**src/rtl/onectr_chunked_if.sv**
```systemverilog
// Handshake/bus bundle for onectr_chunked. ONECTR_FIRSTONE_EN adds the
// lowest-set-bit result signals (firstone_o, found_o).
interface onectr_chunked_if #(
  parameter int INPUTSIZE = 64
);
  localparam int OW = $clog2(INPUTSIZE + 1);
  localparam int FW = (INPUTSIZE > 1) ? $clog2(INPUTSIZE) : 1;

  logic                 start_i;
  logic                 mode_i;
  logic [INPUTSIZE-1:0] inport;
  logic                 ready_o;
  logic                 done_o;
  logic [OW-1:0]        outport;
`ifdef ONECTR_FIRSTONE_EN
  logic [FW-1:0]        firstone_o;
  logic                 found_o;

  modport master (output start_i, mode_i, inport,
                  input  ready_o, done_o, outport, firstone_o, found_o);
  modport slave  (input  start_i, mode_i, inport,
                  output ready_o, done_o, outport, firstone_o, found_o);
`else
  modport master (output start_i, mode_i, inport,
                  input  ready_o, done_o, outport);
  modport slave  (input  start_i, mode_i, inport,
                  output ready_o, done_o, outport);
`endif
endinterface

```
**src/rtl/onectr_chunked.sv**
```systemverilog
// Multi-cycle ones/zeros counter: CHUNKSIZE bits per cycle over an INPUTSIZE word.
// Optional ONECTR_FIRSTONE_EN also reports the index of the lowest set bit.
module onectr_chunked #(
  parameter int INPUTSIZE = 64,
  parameter int CHUNKSIZE = 8
) (
  input logic              clk,
  input logic              rst,
  onectr_chunked_if.slave  bus
);
  localparam int NCHUNK = INPUTSIZE / CHUNKSIZE;
  localparam int OW     = $clog2(INPUTSIZE + 1);
  localparam int CW     = (NCHUNK > 1) ? $clog2(NCHUNK) : 1;
  localparam int FW     = (INPUTSIZE > 1) ? $clog2(INPUTSIZE) : 1;
  localparam logic [CW-1:0] LAST = CW'(NCHUNK - 1);

  typedef enum logic [1:0] {S_IDLE, S_COUNT, S_DONE} state_e;

  state_e               state_q, state_d;
  logic [INPUTSIZE-1:0] sr_q, sr_d, sr_shift;
  logic [OW-1:0]        acc_q, acc_d;
  logic [CW-1:0]        cnt_q, cnt_d;
  logic [OW-1:0]        out_q, out_d;
  logic                 done_q, done_d;
  logic [CHUNKSIZE-1:0] chunk;
  logic                 ready, capture, step, finish;

  function automatic logic [OW-1:0] popcnt(input logic [CHUNKSIZE-1:0] v);
    logic [OW-1:0] c;
    c = '0;
    for (int i = 0; i < CHUNKSIZE; i++) c = c + OW'(v[i]);
    return c;
  endfunction

  assign chunk = sr_q[CHUNKSIZE-1:0];

  // A single-chunk word has nothing left above the chunk to shift down.
  generate
    if (NCHUNK == 1) begin : g_noshift
      assign sr_shift = '0;
    end else begin : g_shift
      assign sr_shift = {{CHUNKSIZE{1'b0}}, sr_q[INPUTSIZE-1:CHUNKSIZE]};
    end
  endgenerate

  always_ff @(posedge clk) begin
    if (!rst) state_q <= S_IDLE;
    else      state_q <= state_d;
  end

  always_comb begin
    state_d = state_q;
    case (state_q)
      S_IDLE:  if (bus.start_i) state_d = S_COUNT;
      S_COUNT: if (cnt_q == LAST) state_d = S_DONE;
      S_DONE:  state_d = S_IDLE;
      default: state_d = S_IDLE;
    endcase
  end

  always_comb begin
    ready   = (state_q == S_IDLE);
    capture = ready && bus.start_i;
    step    = (state_q == S_COUNT);
    finish  = (state_q == S_DONE);
  end

  always_comb begin
    sr_d   = sr_q;
    acc_d  = acc_q;
    cnt_d  = cnt_q;
    out_d  = out_q;
    done_d = 1'b0;
    if (capture) begin
      // Zero counting is ones counting on the inverted word.
      sr_d  = bus.mode_i ? ~bus.inport : bus.inport;
      acc_d = '0;
      cnt_d = '0;
    end else if (step) begin
      sr_d  = sr_shift;
      acc_d = acc_q + popcnt(chunk);
      cnt_d = cnt_q + CW'(1);
    end else if (finish) begin
      out_d  = acc_q;
      done_d = 1'b1;
    end
  end

  always_ff @(posedge clk) begin
    if (!rst) begin
      sr_q   <= '0;
      acc_q  <= '0;
      cnt_q  <= '0;
      out_q  <= '0;
      done_q <= 1'b0;
    end else begin
      sr_q   <= sr_d;
      acc_q  <= acc_d;
      cnt_q  <= cnt_d;
      out_q  <= out_d;
      done_q <= done_d;
    end
  end

  assign bus.ready_o = ready;
  assign bus.done_o  = done_q;
  assign bus.outport = out_q;

`ifdef ONECTR_FIRSTONE_EN
  logic [FW-1:0] fo_q, fo_d, fo_out_q, fo_out_d;
  logic          found_q, found_d, found_out_q, found_out_d;
  logic [FW-1:0] base;

  function automatic logic [FW-1:0] lowidx(input logic [CHUNKSIZE-1:0] v);
    logic [FW-1:0] r;
    r = '0;
    for (int i = CHUNKSIZE - 1; i >= 0; i--) if (v[i]) r = FW'(i);
    return r;
  endfunction

  // Chunks arrive low-first, so the first non-empty chunk holds the lowest set bit.
  assign base = FW'(cnt_q) * FW'(CHUNKSIZE);

  always_comb begin
    fo_d        = fo_q;
    found_d     = found_q;
    fo_out_d    = fo_out_q;
    found_out_d = found_out_q;
    if (capture) begin
      fo_d    = '0;
      found_d = 1'b0;
    end else if (step) begin
      if (!found_q && (|chunk)) begin
        found_d = 1'b1;
        fo_d    = base + lowidx(chunk);
      end
    end else if (finish) begin
      fo_out_d    = fo_q;
      found_out_d = found_q;
    end
  end

  always_ff @(posedge clk) begin
    if (!rst) begin
      fo_q        <= '0;
      found_q     <= 1'b0;
      fo_out_q    <= '0;
      found_out_q <= 1'b0;
    end else begin
      fo_q        <= fo_d;
      found_q     <= found_d;
      fo_out_q    <= fo_out_d;
      found_out_q <= found_out_d;
    end
  end

  assign bus.firstone_o = fo_out_q;
  assign bus.found_o    = found_out_q;
`endif
endmodule

```
**src/flat_wrapper.sv**
```systemverilog
// flat-port wrapper written by rule: the top's interface ports become plain ports
module onectr_chunked_flat 
#(
  parameter int INPUTSIZE = 64,
  parameter int CHUNKSIZE = 8
)
  (clk, rst, bus_start_i, bus_mode_i, bus_inport, bus_ready_o, bus_done_o, bus_outport);
  onectr_chunked_if #(.INPUTSIZE(INPUTSIZE)) bus_i ();
  input logic clk;
  input logic rst;
  input wire logic [$bits(bus_i.start_i)-1:0] bus_start_i;
  input wire logic [$bits(bus_i.mode_i)-1:0] bus_mode_i;
  input wire logic [$bits(bus_i.inport)-1:0] bus_inport;
  output wire logic [$bits(bus_i.ready_o)-1:0] bus_ready_o;
  output wire logic [$bits(bus_i.done_o)-1:0] bus_done_o;
  output wire logic [$bits(bus_i.outport)-1:0] bus_outport;
  assign bus_i.start_i = bus_start_i;
  assign bus_i.mode_i = bus_mode_i;
  assign bus_i.inport = bus_inport;
  assign bus_ready_o = bus_i.ready_o;
  assign bus_done_o = bus_i.done_o;
  assign bus_outport = bus_i.outport;
  onectr_chunked #(.INPUTSIZE(INPUTSIZE), .CHUNKSIZE(CHUNKSIZE)) u_core (.clk(clk), .rst(rst), .bus(bus_i));
endmodule
```
**config.mk**
```make
export PLATFORM = sky130hd
export DESIGN_NAME = onectr_chunked_flat
export DESIGN_NICKNAME = d
export VERILOG_FILES = /design/src/rtl/onectr_chunked_if.sv /design/src/rtl/onectr_chunked.sv /design/src/flat_wrapper.sv
export SDC_FILE = /design/constraint.sdc
export NUM_CORES = 1
export LEC_CHECK = 0
export CAP_MARGIN = 5
export CORE_AREA = 2 2 88 107
export CTS_BUF_LIST = sky130_fd_sc_hd__clkbuf_16
export CTS_CLUSTER_SIZE = 30
export DETAILED_ROUTE_END_ITERATION = 16
export DIE_AREA = 0 0 90 109
export GPL_TIMING_DRIVEN = 0
export PLACE_DENSITY = 0.84
export RECOVER_POWER = 50
export SYNTH_ARGS = -nofsm -noshare
export SYNTH_HDL_FRONTEND = slang
export SYNTH_SLANG_ARGS = --single-unit
export TNS_END_PERCENT = 5
```
**constraint.sdc**
```tcl
create_clock -name clk -period 4.8 [get_ports clk]
set_input_delay 1.44 -clock clk [delete_from_list [all_inputs] [get_ports clk]]
set_output_delay 1.44 -clock clk [all_outputs]
set_load 0.1 [all_outputs]
```
==> summary.txt <==
Final #Nets: 704
FILL cells: 739
Initial drt markers: 216
Crit path to: bus_ready_o
Power Dens Cells: 322 mW/mm^2
First-pass GRT wire length: 18.6 mm
Syn. warnings: 0
Die Height: 109 um
Leading cell type in the layout, fill and taps excluded: dfxtp_1
GPL Wtd Cong: 0.813
Slowest stage delay, CP: 1.14 ns
Hold Path Origin: u_core.cnt_q[2]$_SDFFE_PP0P_
Status: completed
Part of the Yosys area used for sequential elements: 0.366
Routed length on met2: 6.08 mm
Number of flops mapped to enable cells by yosys: 0
Final hold viol count: 0
Critical Path Start Type: flip-flop
Via count: 4113
Critical path arrival: 2.45 ns
IO Count: 77
Clk pin slew, worst setup/hold paths: 0.06 ns
Cells after Synth: 532
Routed Antenna Nets: 0
Crit path required time: 3.36 ns
Num CTS Buffers: 9
Reg-to-Reg Start: u_core.sr_q[0]$_SDFFE_PN0P_
Final setup fails: 0
Largest net degree at the start of global routing: 16
Setup WS post-layout: 0.908 ns
Critical path origin: u_core.state_q[0]$_SDFFE_PN0P_
Buf/Inv on CP: 4
Mean area per synthesized cell: 8.64 um^2
Post-CTS setup repair buffer count: 0
Antenna violations before repair: 0
H-tree depth: 3
Hold buffers post-CTS: 0
Post-synth top area share: 0.366
Vias in the first global route: 4058
Max Freq: 257 MHz
Initial Util: 0.520
Slew Limit Fails: 0
CP max FO: 10
Gr usage total: 0.234
Uppermost routed layer: met4
Met3 WL: 510 um
Worst setup EP type: output port
Type of the most critical hold path: flip-flop to flip-flop
Max VDD drop: 0.198 mV
Die X: 90 um
Post-synth ARST share: 0
Detailed Route WL: 11.5 mm
End of the worst register-to-register path: u_core.acc_q[6]$_SDFFE_PP0P_
Top_reg_cell synth: dfxtp_1
Clock Sinks: 84
Slowest CP cell: clkdlybuf4s50_1
Post-route DRC: 0
Crit path time final: 3.89 ns
Cell taking the most area after synthesis: dfxtp_1
Area contributors post-synth: dfxtp_1, xor2_1, a22oi_1
Port bufs: 75
DRT Pass-1 Iters: 5
Pre-CTS setup slack: 1.19 ns
Layout cell share with drive strength beyond 1: 0.0690
Period utilisation layout: 0.811
Via density: 5.54
Mapped Area: 0.00459 mm^2
R2r setup slk: 1.08 ns
Site Rows: 38
Wl on met1: 4.55 mm
WS Path Type: flip-flop to output port
Global route total overflow: 0
CTS resizes: 0
Worst-Skew Late Latency: 0.33 ns
Leak pwr: 2.40 nW
Core region area: 0.00884 mm^2
Area Growth Syn to Fin: 26.1%
Levels on crit path: 5
Antenna diodes: 0
Most frequent cells in the layout: dfxtp_1, clkdlybuf4s50_1, nand2_1
Max-slew headroom: 0.351
R2R cell count: 12
Top Family by Delay on Critical Path: buffers and inverters
Die area: 0.00981 mm^2
CP dominant cell by count: buf_2
Wire length per cell: 15.4 um
Hpwl dp: 8.22 mm
Setup TNS: 0 ns
TritonCTS clock tree: built
Max-Cap Viols: 0
Synthesized Nets: 618
Worst Skew: 0.00643 ns
Slew @ Worst Pin: 0.971 ns
Crit path cell chain: buf_4 -> buf_2 -> buf_2 -> nor2_1 -> clkdlybuf4s50_1
CTS Root Cell: clkbuf_16
Yosys cell types: 34
Clock tree buffer depth: 2
Flops & latches, synth: 84
RSZ-0062 raised after global routing: false
[worst register-to-register path, stage by stage (launching register included)]
cell and delay, ns:
dfxtp_1 0.32, ha_1 0.30, inv_1 0.08, fa_1 0.44, fa_1 0.47, fa_1 0.49, inv_1 0.05, ha_1 0.20
fa_1 0.43, a211oi_1 0.29, nor2_1 0.12, o211ai_1 0.24, mux2i_1 0.22
[worst min-delay path by stage]
stage | to | slack (ns) | cells past startpoint
finish | u_core.cnt_q[2]$_SDFFE_PP0P_ | 0.47 | 2
global route | u_core.cnt_q[2]$_SDFFE_PP0P_ | 0.50 | 2
CTS | u_core.cnt_q[2]$_SDFFE_PP0P_ | 0.47 | 2
detailed placement | u_core.cnt_q[2]$_SDFFE_PP0P_ | 0.46 | 2
global placement | u_core.acc_q[0]$_SDFFE_PP0P_ | 0.44 | 2
floorplan | u_core.acc_q[0]$_SDFFE_PP0P_ | 0.44 | 2
[power by group]
group	internal (W)	leakage, nW	switching [W]	total (W)
Combinational	0.000169	1.55	0.000183	0.000352
Clock	0.000459	0.160	0.000287	0.000746
Sequential	0.000741	0.687	0.0000265	0.000768
Total	0.00137	2.40	0.000496	0.00187
[registers in the layout, indices dropped and copies added, names as in the netlist]
name and count:
u_core.state_q 2, u_core.cnt_q 3, u_core.acc_q 7, u_core.bus.outport 7
u_core.bus.done_o 1, u_core.sr_q 64
[through the flow]
| step | hold slack (ns) | util | cells | power [W] | cell area (um^2) |
|---|---|---|---|---|---|
| 2_1_floorplan | 0.436 | - | 532 | 0.00100 | 4590 |
| 3_3_place_gp | 0.444 | 0.621 | 727 | 0.00112 | 5500 |
| 3_5_place_dp | 0.458 | 0.621 | 727 | 0.00113 | 5500 |
| 4_1_cts | 0.467 | 0.658 | 743 | 0.00188 | 5820 |
| 5_1_grt | 0.502 | 0.655 | 743 | 0.00195 | 5790 |
| 6_report | 0.471 | 0.655 | 743 | 0.00187 | 5790 |
[metal layers]
| layer | GRT usage | vias to the layer above |
|---|---|---|
| met5 | 0 | - |
| met4 | 0.109 | 0 |
| met3 | 0.0422 | 30 |
| met2 | 0.431 | 139 |
| met1 | 0.264 | 1982 |
| li1 | - | 1962 |
[synthesized netlist by cell type (4+ instances only)]
cell type and number:
clkbuf_1 14, ha_1 14, inv_1 12, nand2_1 66, o21ai_1 56, buf_4 18, and2_1 56, a21oi_1 7
nor2_1 25, dfxtp_1 84, mux2i_1 8, xor2_1 65, a22oi_1 64, buf_6 4, buf_2 10, fa_1 4
[area by class of cell]
| cell class | instances | area (um^2) | share of cell area |
|---|---|---|---|
| clock buffer | 9 | 225 | 0.0389 |
| tap | 120 | 150 | 0.0259 |
| inverter | 12 | 45.0 | 0.00777 |
| timing repair buffer | 75 | 751 | 0.130 |
| clock inverter | 7 | 100 | 0.0173 |
| buffer | 46 | 264 | 0.0456 |
| multi-input combinational | 390 | 2580 | 0.445 |
| sequential | 84 | 1680 | 0.290 |
[logic make-up after synthesis]
family | share of synthesized area
simple gates | 0.171
compound gates | 0.191
flops | 0.366
xor+xnor | 0.128
buf+inv | 0.0713
fa+ha+maj | 0.0556
mux | 0.0174
No activity file was read; power rests on OpenSTA's default activity.
